File: config.mk
export PLATFORM = sky130hd
export DESIGN_NAME = mem_stage_lsu_flat
export DESIGN_NICKNAME = d
export VERILOG_FILES = /design/src/rtl/mem_stage_lsu_if.sv /design/src/rtl/mem_stage_lsu.sv /design/src/flat_wrapper.sv
export SDC_FILE = /design/constraint.sdc
export NUM_CORES = 1
export LEC_CHECK = 0
export CAP_MARGIN = 20
export CORE_MARGIN = 2
export CORE_UTILIZATION = 45
export DETAILED_ROUTE_END_ITERATION = 7
export PLACE_DENSITY = 0.78
export SYNTH_ARGS = -nofsm -noshare
export SYNTH_HDL_FRONTEND = slang
export SYNTH_SLANG_ARGS = --single-unit
File: constraint.sdc
create_clock -name clk -period 3.3 [get_ports clk]
set_clock_uncertainty 0.2 [all_clocks]
set_input_delay 0.66 -clock clk [delete_from_list [all_inputs] [get_ports clk]]
set_output_delay 0.66 -clock clk [all_outputs]
set_load 0.01 [all_outputs]
File: src/rtl/mem_stage_lsu_if.sv
// Data-memory request bus: single outstanding req/ack transaction.
// req is held with stable addr/be/we/wdata until the one-cycle ack; rdata is valid in the ack cycle.
interface mem_stage_lsu_if #(parameter int WIDTH = 32) ();
   logic             dmem_req;
   logic             dmem_we;
   logic [WIDTH-1:0] dmem_addr;
   logic [3:0]       dmem_be;
   logic [WIDTH-1:0] dmem_wdata;
   logic             dmem_ack;
   logic [WIDTH-1:0] dmem_rdata;

   modport master (
      output dmem_req, dmem_we, dmem_addr, dmem_be, dmem_wdata,
      input  dmem_ack, dmem_rdata
   );

   modport slave (
      input  dmem_req, dmem_we, dmem_addr, dmem_be, dmem_wdata,
      output dmem_ack, dmem_rdata
   );
endinterface

File: src/rtl/mem_stage_lsu.sv
// Memory-stage load/store unit: issues data-memory accesses, steers byte lanes,
// extends loads, stalls the front end while waiting and owns the MEM->WB register.
module mem_stage_lsu #(
   parameter int WIDTH = 32
) (
   input  logic             clk,
   input  logic             rst_n,
   input  logic [WIDTH-1:0] ALUResultM,
   input  logic [WIDTH-1:0] WriteDataM,
   input  logic [WIDTH-1:0] PCPlus4M,
   input  logic [4:0]       RdM,
   input  logic             RegWriteM,
   input  logic             ResultSrcM,
   input  logic             WD3SrcM,
   input  logic [3:0]       AddrModeM,
   mem_stage_lsu_if.master  dmem,
   output logic             stall_o,
   output logic             misalign_o,
   output logic [WIDTH-1:0] ALUResultW,
   output logic [WIDTH-1:0] ReadDataW,
   output logic [WIDTH-1:0] PCPlus4W,
   output logic [4:0]       RdW,
   output logic             RegWriteW,
   output logic             ResultSrcW,
   output logic             WD3SrcW,
   output logic             dbg_state_o
);

   typedef enum logic {S_IDLE = 1'b0, S_WAIT = 1'b1} state_t;

   // Access size: 0 = byte, 1 = half, 2 = word.
   function automatic logic [1:0] size_of(input logic [3:0] mode);
      case (mode)
         4'b0000, 4'b0100, 4'b0011: size_of = 2'd0;
         4'b0001, 4'b0101, 4'b0110: size_of = 2'd1;
         default:                   size_of = 2'd2;
      endcase
   endfunction

   function automatic logic [3:0] be_of(input logic [1:0] size, input logic [1:0] a);
      case (size)
         2'd0:    be_of = 4'b0001 << a;
         2'd1:    be_of = a[1] ? 4'b1100 : 4'b0011;
         default: be_of = 4'b1111;
      endcase
   endfunction

   function automatic logic [31:0] wdata_of(input logic [1:0] size, input logic [31:0] wd);
      case (size)
         2'd0:    wdata_of = {4{wd[7:0]}};
         2'd1:    wdata_of = {2{wd[15:0]}};
         default: wdata_of = wd;
      endcase
   endfunction

   function automatic logic [31:0] extract(input logic [3:0] mode, input logic [1:0] a,
                                           input logic [31:0] rdata);
      logic [31:0] sh;
      logic [15:0] hv;
      sh = rdata >> {a, 3'b000};
      hv = a[1] ? rdata[31:16] : rdata[15:0];
      case (mode)
         4'b0000: extract = {{24{sh[7]}}, sh[7:0]};
         4'b0100: extract = {24'h0, sh[7:0]};
         4'b0001: extract = {{16{hv[15]}}, hv};
         4'b0101: extract = {16'h0, hv};
         4'b0010: extract = rdata;
         default: extract = '0;
      endcase
   endfunction

   state_t      state_q;
   logic [31:0] h_alu_q, h_wdata_q, h_pc_q;
   logic [4:0]  h_rd_q;
   logic [3:0]  h_mode_q, h_be_q;
   logic        h_we_q, h_rw_q, h_rs_q, h_wd3_q;

   logic [1:0]  a_m, size_m;
   logic        access_m, mis_m, issue_m, we_m, in_wait;
   logic [3:0]  be_m;
   logic [31:0] wdata_m;

   assign a_m      = ALUResultM[1:0];
   assign size_m   = size_of(AddrModeM);
   assign access_m = ~AddrModeM[3];
   assign mis_m    = access_m & (((size_m == 2'd1) & a_m[0]) | ((size_m == 2'd2) & (a_m != 2'b00)));
   assign we_m     = (AddrModeM == 4'b0011) | (AddrModeM == 4'b0110) | (AddrModeM == 4'b0111);
   assign be_m     = be_of(size_m, a_m);
   assign wdata_m  = wdata_of(size_m, WriteDataM);
   assign in_wait  = (state_q == S_WAIT);
   assign issue_m  = ~in_wait & access_m & ~mis_m;

   // While waiting the bus comes only from the holding registers, so it stays stable until ack.
   assign dmem.dmem_req   = rst_n & (issue_m | in_wait);
   assign dmem.dmem_addr  = in_wait ? {h_alu_q[31:2], 2'b00} : {ALUResultM[31:2], 2'b00};
   assign dmem.dmem_be    = in_wait ? h_be_q : be_m;
   assign dmem.dmem_we    = in_wait ? h_we_q : we_m;
   assign dmem.dmem_wdata = in_wait ? h_wdata_q : wdata_m;

   assign stall_o     = rst_n & (issue_m | in_wait) & ~dmem.dmem_ack;
   assign misalign_o  = rst_n & ~in_wait & mis_m;
   assign dbg_state_o = in_wait;

   always_ff @(posedge clk or negedge rst_n) begin
      if (!rst_n) begin
         state_q    <= S_IDLE;
         h_alu_q    <= '0;
         h_wdata_q  <= '0;
         h_pc_q     <= '0;
         h_rd_q     <= '0;
         h_mode_q   <= '0;
         h_be_q     <= '0;
         h_we_q     <= 1'b0;
         h_rw_q     <= 1'b0;
         h_rs_q     <= 1'b0;
         h_wd3_q    <= 1'b0;
         ALUResultW <= '0;
         ReadDataW  <= '0;
         PCPlus4W   <= '0;
         RdW        <= '0;
         RegWriteW  <= 1'b0;
         ResultSrcW <= 1'b0;
         WD3SrcW    <= 1'b0;
      end else begin
         // Bubble by default; the branches below overwrite it when something retires.
         ALUResultW <= '0;
         ReadDataW  <= '0;
         PCPlus4W   <= '0;
         RdW        <= '0;
         RegWriteW  <= 1'b0;
         ResultSrcW <= 1'b0;
         WD3SrcW    <= 1'b0;
         case (state_q)
            S_IDLE: begin
               if (issue_m && !dmem.dmem_ack) begin
                  state_q   <= S_WAIT;
                  h_alu_q   <= ALUResultM;
                  h_wdata_q <= wdata_m;
                  h_pc_q    <= PCPlus4M;
                  h_rd_q    <= RdM;
                  h_mode_q  <= AddrModeM;
                  h_be_q    <= be_m;
                  h_we_q    <= we_m;
                  h_rw_q    <= RegWriteM;
                  h_rs_q    <= ResultSrcM;
                  h_wd3_q   <= WD3SrcM;
               end else begin
                  ALUResultW <= ALUResultM;
                  PCPlus4W   <= PCPlus4M;
                  RdW        <= RdM;
                  RegWriteW  <= RegWriteM & ~mis_m;
                  ResultSrcW <= ResultSrcM;
                  WD3SrcW    <= WD3SrcM;
                  if (issue_m && !we_m)
                     ReadDataW <= extract(AddrModeM, a_m, dmem.dmem_rdata);
               end
            end
            S_WAIT: begin
               if (dmem.dmem_ack) begin
                  state_q    <= S_IDLE;
                  ALUResultW <= h_alu_q;
                  PCPlus4W   <= h_pc_q;
                  RdW        <= h_rd_q;
                  RegWriteW  <= h_rw_q;
                  ResultSrcW <= h_rs_q;
                  WD3SrcW    <= h_wd3_q;
                  ReadDataW  <= h_we_q ? '0 : extract(h_mode_q, h_alu_q[1:0], dmem.dmem_rdata);
               end
            end
            default: state_q <= S_IDLE;
         endcase
      end
   end

endmodule

File: src/flat_wrapper.sv
// flat-port wrapper written by rule: the top's interface ports become plain ports
module mem_stage_lsu_flat 
#(
   parameter int WIDTH = 32
)
  (clk, rst_n, ALUResultM, WriteDataM, PCPlus4M, RdM, RegWriteM, ResultSrcM, WD3SrcM, AddrModeM, stall_o, misalign_o, ALUResultW, ReadDataW, PCPlus4W, RdW, RegWriteW, ResultSrcW, WD3SrcW, dbg_state_o, dmem_dmem_req, dmem_dmem_we, dmem_dmem_addr, dmem_dmem_be, dmem_dmem_wdata, dmem_dmem_ack, dmem_dmem_rdata);
  mem_stage_lsu_if #(.WIDTH(WIDTH)) dmem_i ();
  input  logic clk;
  input  logic rst_n;
  input  logic [WIDTH-1:0] ALUResultM;
  input  logic [WIDTH-1:0] WriteDataM;
  input  logic [WIDTH-1:0] PCPlus4M;
  input  logic [4:0] RdM;
  input  logic RegWriteM;
  input  logic ResultSrcM;
  input  logic WD3SrcM;
  input  logic [3:0] AddrModeM;
  output logic stall_o;
  output logic misalign_o;
  output logic [WIDTH-1:0] ALUResultW;
  output logic [WIDTH-1:0] ReadDataW;
  output logic [WIDTH-1:0] PCPlus4W;
  output logic [4:0] RdW;
  output logic RegWriteW;
  output logic ResultSrcW;
  output logic WD3SrcW;
  output logic dbg_state_o;
  output wire logic [$bits(dmem_i.dmem_req)-1:0] dmem_dmem_req;
  output wire logic [$bits(dmem_i.dmem_we)-1:0] dmem_dmem_we;
  output wire logic [$bits(dmem_i.dmem_addr)-1:0] dmem_dmem_addr;
  output wire logic [$bits(dmem_i.dmem_be)-1:0] dmem_dmem_be;
  output wire logic [$bits(dmem_i.dmem_wdata)-1:0] dmem_dmem_wdata;
  input wire logic [$bits(dmem_i.dmem_ack)-1:0] dmem_dmem_ack;
  input wire logic [$bits(dmem_i.dmem_rdata)-1:0] dmem_dmem_rdata;
  assign dmem_dmem_req = dmem_i.dmem_req;
  assign dmem_dmem_we = dmem_i.dmem_we;
  assign dmem_dmem_addr = dmem_i.dmem_addr;
  assign dmem_dmem_be = dmem_i.dmem_be;
  assign dmem_dmem_wdata = dmem_i.dmem_wdata;
  assign dmem_i.dmem_ack = dmem_dmem_ack;
  assign dmem_i.dmem_rdata = dmem_dmem_rdata;
  mem_stage_lsu #(.WIDTH(WIDTH)) u_core (.clk(clk), .rst_n(rst_n), .ALUResultM(ALUResultM), .WriteDataM(WriteDataM), .PCPlus4M(PCPlus4M), .RdM(RdM), .RegWriteM(RegWriteM), .ResultSrcM(ResultSrcM), .WD3SrcM(WD3SrcM), .AddrModeM(AddrModeM), .dmem(dmem_i), .stall_o(stall_o), .misalign_o(misalign_o), .ALUResultW(ALUResultW), .ReadDataW(ReadDataW), .PCPlus4W(PCPlus4W), .RdW(RdW), .RegWriteW(RegWriteW), .ResultSrcW(ResultSrcW), .WD3SrcW(WD3SrcW), .dbg_state_o(dbg_state_o));
endmodule
==> results of run 1 <==
## logic make-up after synthesis
family | Yosys count
AO/OA/AOI/OAI | 230
flip-flops | 218
multiplexers | 191
buffers and inverters | 90
AND/OR/NAND/NOR | 84
XOR/XNOR | 1
other | 1
## metrics by stage
step                total power, mW  instance area (um2)    util
floorplan                     4.480                10140       -
global placement              5.446                13730  0.6255
detailed placement            5.522                13730  0.6255
CTS                           8.277                14610  0.6655
global route                  8.613                14630  0.6661
finish                        8.213                14630  0.6661
## flip-flops by register name, summed over array words and instances, names as in the netlist
signal	flops
u_core.WD3SrcW	1
u_core.dbg_state_o	1
u_core.ReadDataW	32
u_core.h_alu_q	32
u_core.RdW	5
u_core.h_be_q	4
u_core.h_wd3_q	1
u_core.h_pc_q	32
u_core.h_we_q	1
u_core.h_rd_q	5
u_core.h_rs_q	1
u_core.PCPlus4W	32
u_core.RegWriteW	1
u_core.ALUResultW	32
u_core.h_mode_q	4
u_core.ResultSrcW	1
u_core.h_rw_q	1
u_core.h_wdata_q	32
## repair_timing
item / in CTS / in global routing
hold endpoints to repair: 5 / 0
endpoints found under the setup margin: 46 / 21
resized for setup: 94 / 5
gates cloned: 1 / 0
pin swaps: 11 / 3
hold buffers: 1 / 0
buffers inserted: 7 / 2
## per-layer routing
layer	routed length, um	global-route usage	vias up
li1	-	-	3719
met1	11480	0.3079	4096
met2	13730	0.3957	405
met3	2594	0.05975	55
met4	687	0.06008	0
met5	0	0	-
## final cells by class
type | instances | area, um2
Sequential cell | 218 | 5459
Tap cell | 280 | 350.3
Timing Repair Buffer | 369 | 3542
Multi-Input combinational cell | 509 | 4375
Clock inverter | 7 | 128.9
Clock buffer | 34 | 688.2
Fill cell | 1632 | 7332
Inverter | 22 | 82.58
## worst max path at each step
stage,from,endpoint,slack [ns],cells past startpoint
floorplan,AddrModeM[2],dmem_dmem_wdata[23],0.29,7
finish,AddrModeM[2],dmem_dmem_wdata[23],0.11,8
global placement,AddrModeM[0],dmem_dmem_wdata[31],-0.58,7
detailed placement,AddrModeM[0],dmem_dmem_wdata[31],-0.61,7
global route,AddrModeM[2],dmem_dmem_wdata[25],0.05,8
CTS,AddrModeM[1],dmem_dmem_wdata[23],-0.02,8
## report_power, final
group          internal, mW  total [mW]  switching [mW]
sequential             3.12        3.39           0.263
clock                  1.69        2.74            1.06
combinational          1.18        2.08           0.906
## cells in the final DEF, fill, tap and decap left out, drive strengths merged, types with 2 or more instances in the layout
cell type / instances
clkdlybuf4s15: 2
o21ai: 35
inv: 23
mux2i: 33
buf: 67
dfrtp: 218
nor3: 3
clkdlybuf4s50: 280
nor2b: 4
o22ai: 32
conb: 2
nand2: 33
a21oi: 44
nand3: 10
and3: 2
a21o: 3
mux2: 155
dlygate4sd2: 18
nor3b: 2
nand2b: 7
clkbuf: 34
a22o: 71
mux4: 3
a222oi: 21
o21ba: 2
bufinv: 3
clkinv: 3
a221oi: 17
nor2: 17
and2: 4
==> metrics.yaml, run 1 <==
timing:
  whs_ns: 0.2782
  finalWorstPathRequiredPeriod_ns: 3.186
  slew-limit-headroom: 0.2987
  setup-violations-final: 0
  fmax_mhz: 313.8
  worst_pin_slew_ns: 1.048
  final.setup.worst_slack_ns: 0.1136
  fin_tns_setup_ns: 0
  timing.final.crit_share: 0.9656
  maxSlewViolCount: 0
  grt_setup_unrepaired: "no"
  final-hold-violation-count: 0
floorplanning:
  floorplan.initialDensity: 0.4617
  chipWidth_um: 154.1
  die_h_um: 154.1
  rows: 54
  io_pins: 320
  die_area_um2: 23750
  design.core.area_um2: 21960
route:
  route.detailed.vias_per_inst: 5.751
  dr_total_vias: 8275
  wl_um: 28490
  drtAntennaViolNets: 0
  dr.pass1.iters: 7
  first_iter_violations: 688
  route.detailed.drc: 0
  drt-wirelength-per-cell_um: 19.80
clock_tree:
  cts.root.buffer_cell: "sky130_fd_sc_hd__clkbuf_16"
  number_of_cts_inserted_buffers: 24
  cts_tree: "done"
  cts_max_level: 1
  cts.reportedPaths.clkPinSlew_ns: 0.06
  cts.sinks: 218
  cts_buffer_depth: 3
  insertion_delay_ns: 0.51
place:
  place_ws_ns: -0.6142
  routabilityCongestion: 0.8970
  io_buffer_count: 317
  numPlacedInstances: 1387
  dpl.hpwl_um: 19070
pwr:
  power.density_nw_per_um2: 561.5
  leakagePower_nw: 6.287
  vdd_drop_max_uv: 465.4
setup_path:
  worst-endpoint-arrival_ns: 2.33
  worstSetupPathType: "primary input to output pin"
  worst_reg2reg_path_length_in_cells: 5
  cpMaxStageDelayCell: "sky130_fd_sc_hd__mux2_1"
  cp_max_fo: 11
  worst_path_dominant_cell_family: "buffers and inverters"
  startpoint_type: "primary input"
  max_stage_delay_ns: 0.32
  timing.rr.end: "u_core.ReadDataW[30]"
  critical_path.endpoint_type: "output pin"
  r2r_setup_slack_ns: 0.78
  crit_chain: "dlygate4sd2_1 -> xnor2_1 -> a21o_4 -> buf_4 -> buf_12 -> mux2_1 -> mux2_2 -> buf_2"
  worst_r2r_startpoint: "u_core.h_alu_q[1]"
  worstPathBufferInverterCount: 4
  cp_data_required_time_ns: 2.44
synth:
  synth.most_common_cell: "sky130_fd_sc_hd__dfrtp_1"
  netlist_area_um2: 10140
  largest_cells_by_area_after_synthesis: "sky130_fd_sc_hd__dfrtp_1 (54%), sky130_fd_sc_hd__mux2_2 (15%), sky130_fd_sc_hd__a22o_1 (6.1%)"
  post_synth_inst_count: 815
  synth_top_flop_cell: "sky130_fd_sc_hd__dfrtp_1"
  synth_mux_area_frac: 0.2177
  synth.lib_cells_used.distinct: 40
  synth_common_cells: "sky130_fd_sc_hd__dfrtp_1 (218), sky130_fd_sc_hd__mux2_2 (137), sky130_fd_sc_hd__a22o_1 (71), sky130_fd_sc_hd__a21oi_1 (44)"
  post_synthesis_compound_gate_area_fraction: 0.1643
  ys_seq_area_frac: 0.5381
  largest_family_of_logic_cells_by_synthesized_area: "multiplexers"
  synth_seq_cells: 218
  post_synth_fa_ha_maj_area_fraction: 0
  synth_largest_type_area_fraction: 0.5381
  synth_enable_flop_cells: 0
  synth_top_cell_by_area: "sky130_fd_sc_hd__dfrtp_1"
  yosys_warnings: 0
  synth_xor_xnor_area_share: 0.0008639
  synthSimpleGateAreaFrac: 0.03912
  synth_async_sr_flop_share: 1.000
  syn-mean-instance-area_um2: 12.44
cells_and_area:
  antennaDiodeCount: 0
  post_route_cells_drive_above_1_share: 0.2390
  final_cells: 1439
  final_net_count: 1287
  synthToLayoutAreaGrowth_pct: 44.27
global_route:
  grt_pass1_vias: 8275
  overflow_left_after_global_routing: 0
  grt_first_pass_wirelength_um: 45330
  grt_max_degree: 73
  total_global_route_track_usage: 0.2360
  antenna_found_initial: 0
outcome:
  status: "completed"
hold_path:
  hold_end: "u_core.PCPlus4W[23]"
  min_path_cells: 1
  hp-start: "u_core.h_pc_q[23]"
  min_path_type: "flop to flop"
run:
  maxCapViolCount: 0
No activity file was read; power rests on OpenSTA's default activity.
==> run 2, diff against run 1 <==
RECOVER_POWER = 50   (was unset)
==> metrics.yaml, run 2 (synthesis gave the netlist of run 1 again) <==
pwr:
  seq_power_share: 0.414  # +0.002
  internal_power_mw: 5.936  # -0.84%
  power_share_of_the_clock_group: 0.337  # +0.003
  vdd_drop_max_uv: 463.3  # -0.46%
  leakagePower_nw: 6.459  # +2.7%
  power.density_nw_per_um2: 559.3  # -0.39%
  power.switching_fraction: 0.2723  # +0.001126
  power_frac_comb: 0.249  # -0.005
  net-switching-power_mw: 2.221  # -0.27%
timing:
  timing.final.crit_share: 0.9657  # about the same
  fin_tns_setup_ns: 0  # unchanged
  fmax_mhz: 313.8  # about the same
  finalWorstPathRequiredPeriod_ns: 3.187  # +0.0004140 ns
  final.setup.worst_slack_ns: 0.1132  # -0.0004140 ns
  maxSlewViolCount: 135  # +135
  slew-limit-headroom: -0.1266  # -0.4253
  final-hold-violation-count: 0  # unchanged
  grt_setup_unrepaired: "no"
  worst_pin_slew_ns: 1.690  # +0.6418 ns
  setup-violations-final: 0  # unchanged
place:
  io_buffer_count: 317  # unchanged
  dpl.hpwl_um: 19070  # unchanged
  place_ws_ns: -0.6142  # unchanged
  routabilityCongestion: 0.8970  # unchanged
  postPlaceCellArea_um2: 13730  # unchanged
floorplanning:
  io_pins: 320  # unchanged
  rows: 54  # unchanged
  design.core.area_um2: 21960  # unchanged
  die_h_um: 154.1  # unchanged
  chipWidth_um: 154.1  # unchanged
  floorplan.initialDensity: 0.4617  # unchanged
  die_area_um2: 23750  # unchanged
global_route:
  grt_first_pass_wirelength_um: 45330  # unchanged
  total_global_route_track_usage: 0.2360  # unchanged
  grt_pass1_vias: 8275  # unchanged
  grt_max_degree: 73  # unchanged
  antenna_found_initial: 0  # unchanged
  overflow_left_after_global_routing: 0  # unchanged
clock_tree:
  cts.reportedPaths.clkPinSlew_ns: 0.06  # about the same
  cts_buffer_depth: 3  # unchanged
  cts_max_level: 1  # unchanged
  cts_tree: "done"
  cts.sinks: 218  # unchanged
  cts.root.buffer_cell: "sky130_fd_sc_hd__clkbuf_16"
  insertion_delay_ns: 0.51  # about the same
  number_of_cts_inserted_buffers: 24  # unchanged
setup_path:
  max_stage_delay_ns: 0.32  # about the same
  worstPathBufferInverterCount: 4  # unchanged
  cpMaxStageDelayCell: "sky130_fd_sc_hd__mux2_1"
  crit_chain: "dlygate4sd2_1 -> xnor2_1 -> a21o_4 -> buf_4 -> buf_12 -> mux2_1 -> mux2_2 -> buf_2"
  worstSetupPathType: "primary input to output pin"
  worst-endpoint-arrival_ns: 2.33  # about the same
  cp_max_fo: 11  # unchanged
  startpoint_type: "primary input"
  critical_path.endpoint_type: "output pin"
  worst_path_dominant_cell_family: "buffers and inverters"
  cp_data_required_time_ns: 2.44  # about the same
cells_and_area:
  antennaDiodeCount: 0  # unchanged
  fin_area_um2: 14580  # -0.30%
  post-route-util: 0.6641  # -0.001994
  final_net_count: 1287  # unchanged
  most-common-layout-cells: "sky130_fd_sc_hd__dfrtp_1 (217), sky130_fd_sc_hd__clkdlybuf4s50_1 (176), sky130_fd_sc_hd__mux2_2 (137)"
  synthToLayoutAreaGrowth_pct: 43.84
  layout.cells.most_common: "sky130_fd_sc_hd__dfrtp_1"
  post_route_cells_drive_above_1_share: 0.2364  # -0.002588
route:
  route.detailed.drc: 0  # unchanged
  drt-wirelength-per-cell_um: 19.78  # about the same
  wl_um: 28470  # about the same
  first_iter_violations: 646  # -6.1%
  route.detailed.vias_per_inst: 5.733  # -0.30%
  drtAntennaViolNets: 0  # unchanged
  dr_total_vias: 8250  # -0.30%
  dr.pass1.iters: 6  # -1
outcome:
  status: "finished, violations left"
  violations: "max-capacitance violations, max-slew violations"
hold_path:
  min_path_type: "flop to flop"
run:
  maxCapViolCount: 2  # +2
-- run 2: cell count changes in the layout (fill, tap and decap cells not counted) --
| cell | previous run | this run |
|---|---|---|
| sky130_fd_sc_hd__buf_4 | 45 | 39 |
| sky130_fd_sc_hd__clkdlybuf4s50_1 | 280 | 176 |
| sky130_fd_sc_hd__clkbuf_2 | 0 | 3 |
| sky130_fd_sc_hd__dlygate4sd3_1 | 1 | 105 |
| sky130_fd_sc_hd__buf_12 | 5 | 3 |
| sky130_fd_sc_hd__clkbuf_1 | 5 | 8 |
| sky130_fd_sc_hd__clkbuf_4 | 0 | 2 |
-- run 2: through the flow --
stage	hold slack (ns)	std cells	total power, mW
finish	0.2786	1439	8.157
global route	0.3003	1439	8.558
CTS	0.2837	1437	8.277
detailed placement	0.2640	1387	5.522
global placement	0.2629	1387	5.446
floorplan	0.1644	816	4.480
-- run 2: layout make-up --
| class | count | area, um2 |
|---|---|---|
| clock inverter | 7 | 128.9 |
| timing repair buffer | 369 | 3498 |
| fill | 1645 | 7376 |
| clock buffer | 34 | 688.2 |
| tap | 280 | 350.3 |
| multi-input combinational | 509 | 4375 |
| inverter | 22 | 82.58 |
| sequential | 218 | 5459 |
-- run 2: what timing repair did --
action / CTS / global route
endpoints found under the hold margin: 5 / 0
hold buffers: 1 / 0
resized for setup: 94 / 5
setup endpoints to repair: 46 / 21
pin swaps: 11 / 3
setup buffers: 7 / 2
cloned: 1 / 0
-- run 2: layer usage --
| metal | wire, um | GRT usage | vias up |
|---|---|---|---|
| li1 | - | - | 3715 |
| met1 | 11350 | 0.3079 | 4069 |
| met2 | 13820 | 0.3957 | 412 |
| met5 | 0 | 0 | - |
| met4 | 681 | 0.06008 | 0 |
| met3 | 2609 | 0.05975 | 54 |
-- run 2: worst paths after layout --
check,endpoint,slack [ns],depth (start not counted),start
hold reg to reg,u_core.PCPlus4W[23],0.28,1,u_core.h_pc_q[23]
setup / recovery,dmem_dmem_wdata[23],0.11,8,AddrModeM[2]
min in group asynchronous,u_core.h_wdata_q[0],0.35,2,rst_n
setup reg to reg,u_core.ALUResultW[7],0.20,4,u_core.dbg_state_o
hold / removal,u_core.PCPlus4W[23],0.28,1,u_core.h_pc_q[23]
max in group asynchronous,u_core.h_pc_q[13],0.42,4,rst_n
-- run 2: worst register-to-register path: stages (launching register included) --
cell	delay, ns
sky130_fd_sc_hd__dfrtp_4	0.67
sky130_fd_sc_hd__clkbuf_1	0.33
sky130_fd_sc_hd__and2_2	0.23
sky130_fd_sc_hd__clkbuf_2	1.17
sky130_fd_sc_hd__a22o_1	0.42
-- run 2: power by group through the flow --
stage / clock network (mW) / logic (mW) / registers (mW)
2_1_floorplan: 0 / 1.08 / 3.40
3_3_place_gp: 0 / 2.05 / 3.40
6_report: 2.75 / 2.03 / 3.38
5_1_grt: 2.93 / 2.20 / 3.43
3_5_place_dp: 0 / 2.09 / 3.43
4_1_cts: 2.81 / 2.09 / 3.38
==> run 3, diff against run 2 <==
CORE_MARGIN = 3   (was 2)
==> metrics.yaml, run 3 (synthesis gave the netlist of run 1 again) <==
floorplanning:
  die_h_um: 156.1  # +1.3%
  chipWidth_um: 156.1  # +1.3%
  rows: 54  # unchanged
  design.core.area_um2: 21960  # unchanged
  die_area_um2: 24370  # +2.6%
  floorplan.initialDensity: 0.4617  # unchanged
  io_pins: 320  # unchanged
setup_path:
  timing.rr.end: "u_core.ReadDataW[28]"
  cp_max_fo: 3  # -8
  r2r_setup_slack_ns: 0.76  # +0.56 ns
  worst_reg2reg_path_length_in_cells: 5  # +1
  critical_path.endpoint_type: "output pin"
  worst_path_dominant_cell_family: "buffers and inverters"
  crit_chain: "clkdlybuf4s50_1 -> buf_4 -> nand2b_1 -> a221o_1 -> mux2_2 -> dlygate4sd2_1"
  worstSetupPathType: "primary input to output pin"
  startpoint_type: "primary input"
  worst-endpoint-arrival_ns: 2.38  # +0.05 ns
  max_stage_delay_ns: 0.45  # +0.13 ns
  worstPathBufferInverterCount: 3  # -1
  worst_r2r_startpoint: "u_core.h_alu_q[1]"
  cpMaxStageDelayCell: "sky130_fd_sc_hd__clkdlybuf4s50_1"
  cp_data_required_time_ns: 2.44  # about the same
place:
  dpl.hpwl_um: 19480  # +2.1%
  io_buffer_count: 317  # unchanged
  postPlaceCellArea_um2: 13750  # about the same
  routabilityCongestion: 0.8896  # -0.82%
clock_tree:
  cts_buffer_depth: 3  # unchanged
  cts.root.buffer_cell: "sky130_fd_sc_hd__clkbuf_16"
  insertion_delay_ns: 0.51  # about the same
  cts.reportedPaths.clkPinSlew_ns: 0.06  # about the same
  number_of_cts_inserted_buffers: 23  # -4.2%
  cts_max_level: 1  # unchanged
  cts_tree: "done"
  cts.sinks: 218  # unchanged
cells_and_area:
  synthToLayoutAreaGrowth_pct: 42.96
  most-common-layout-cells: "sky130_fd_sc_hd__dfrtp_1 (217), sky130_fd_sc_hd__clkdlybuf4s50_1 (185), sky130_fd_sc_hd__mux2_2 (137)"
  final_net_count: 1280  # -0.54%
  antennaDiodeCount: 0  # unchanged
  fin_area_um2: 14490  # -0.61%
  layout.cells.most_common: "sky130_fd_sc_hd__dfrtp_1"
  post_route_cells_drive_above_1_share: 0.2125  # -0.02387
timing:
  fmax_mhz: 308.9  # -1.5%
  fin_tns_setup_ns: 0  # unchanged
  finalWorstPathRequiredPeriod_ns: 3.237  # +0.05007 ns
  worst_pin_slew_ns: 1.730  # +0.04034 ns
  timing.final.crit_share: 0.9809  # +0.01517
  final-hold-violation-count: 0  # unchanged
  setup-violations-final: 0  # unchanged
  slew-limit-headroom: -0.1535  # -0.02689
  maxSlewViolCount: 81  # -40%
route:
  drt-wirelength-per-cell_um: 19.99  # +1.0%
  dr_total_vias: 8151  # -1.2%
  first_iter_violations: 676  # +4.6%
  route.detailed.vias_per_inst: 5.708  # -0.44%
  drtAntennaViolNets: 0  # unchanged
  dr.pass1.iters: 8  # +2
  route.detailed.drc: 2  # +2
  wl_um: 28540  # +0.27%
outcome:
  violations: "design-rule violations, max-capacitance violations, max-slew violations"
  status: "finished, violations left"
global_route:
  grt_max_degree: 81  # +11%
  antenna_found_initial: 0  # unchanged
  grt_pass1_vias: 8127  # -1.8%
  total_global_route_track_usage: 0.2245  # -0.01153
  overflow_left_after_global_routing: 0  # unchanged
  grt_first_pass_wirelength_um: 44410  # -2.0%
pwr:
  vdd_drop_max_uv: 328.0  # -29%
  leakagePower_nw: 6.417  # -0.65%
  power.density_nw_per_um2: 542.1  # -3.1%
hold_path:
  min_path_cells: 2  # +1
  min_path_type: "flop to flop"
  hp-start: "u_core.h_wdata_q[9]"
  hold_end: "u_core.h_wdata_q[9]"
run:
  maxCapViolCount: 2  # unchanged
[run 3: worst max path at each step]
stage	end	cells after the start	from	slack (ns)
2_1_floorplan	dmem_dmem_wdata[23]	7	AddrModeM[2]	0.29
3_5_place_dp	dmem_dmem_wdata[27]	7	AddrModeM[1]	-0.38
3_3_place_gp	dmem_dmem_wdata[20]	7	AddrModeM[2]	-0.33
6_report	dmem_dmem_be[3]	6	ALUResultM[0]	0.06
4_1_cts	dmem_dmem_be[0]	7	ALUResultM[0]	0.004
5_1_grt	dmem_dmem_wdata[26]	7	AddrModeM[2]	-0.007
[run 3: power by group]
part | internal, mW | leakage [nW] | switching [mW]
sequential | 3.12 | 2.70 | 0.250
combinational | 1.14 | 3.38 | 0.903
clock | 1.40 | 0.340 | 1.04
total | 5.67 | 6.42 | 2.19
[run 3: repair_timing]
action / CTS / global route
setup buffers: 4 / 5
endpoints found under the setup margin: 31 / 42
endpoints found under the hold margin: 32 / 0
pin swaps: 6 / 6
hold buffers: 1 / 0
gates resized for setup: 30 / 14
[run 3: tightest hold or removal path: cells and delay by family (launching register included)]
family / cells / cell delay, ns
and+or+nand+nor: 1 / 0.04
DFF: 1 / 0.34
AOI/OAI and AO/OA: 1 / 0.06
[run 3: area by class of cell]
cell class | count | area (um2)
Inverter | 22 | 82.58
Fill cell | 1636 | 7465
Clock inverter | 6 | 76.32
Tap cell | 280 | 350.3
Timing Repair Buffer | 364 | 3592
Sequential cell | 218 | 5459
Clock buffer | 30 | 621.8
Multi-Input combinational cell | 508 | 4312
[run 3: layer usage]
layer / share of wire / track usage
met1: 0.40 / 0.2916
met2: 0.48 / 0.3732
met5: 0 / 0
met4: 0.028 / 0.06003
met3: 0.095 / 0.06269
[run 3: per-stage QoR]
step | hold WS, ns | util | setup slack (ns) | cells | total power [mW]
floorplan | 0.1644 | - | 0.2889 | 816 | 4.480
finish | 0.2782 | 0.6601 | 0.06316 | 1428 | 7.858
detailed placement | 0.2702 | 0.6260 | -0.3795 | 1382 | 5.519
CTS | 0.2793 | 0.6579 | 0.004020 | 1423 | 7.963
global route | 0.3026 | 0.6601 | -0.006829 | 1428 | 8.254
global placement | 0.2617 | 0.6260 | -0.3262 | 1382 | 5.459
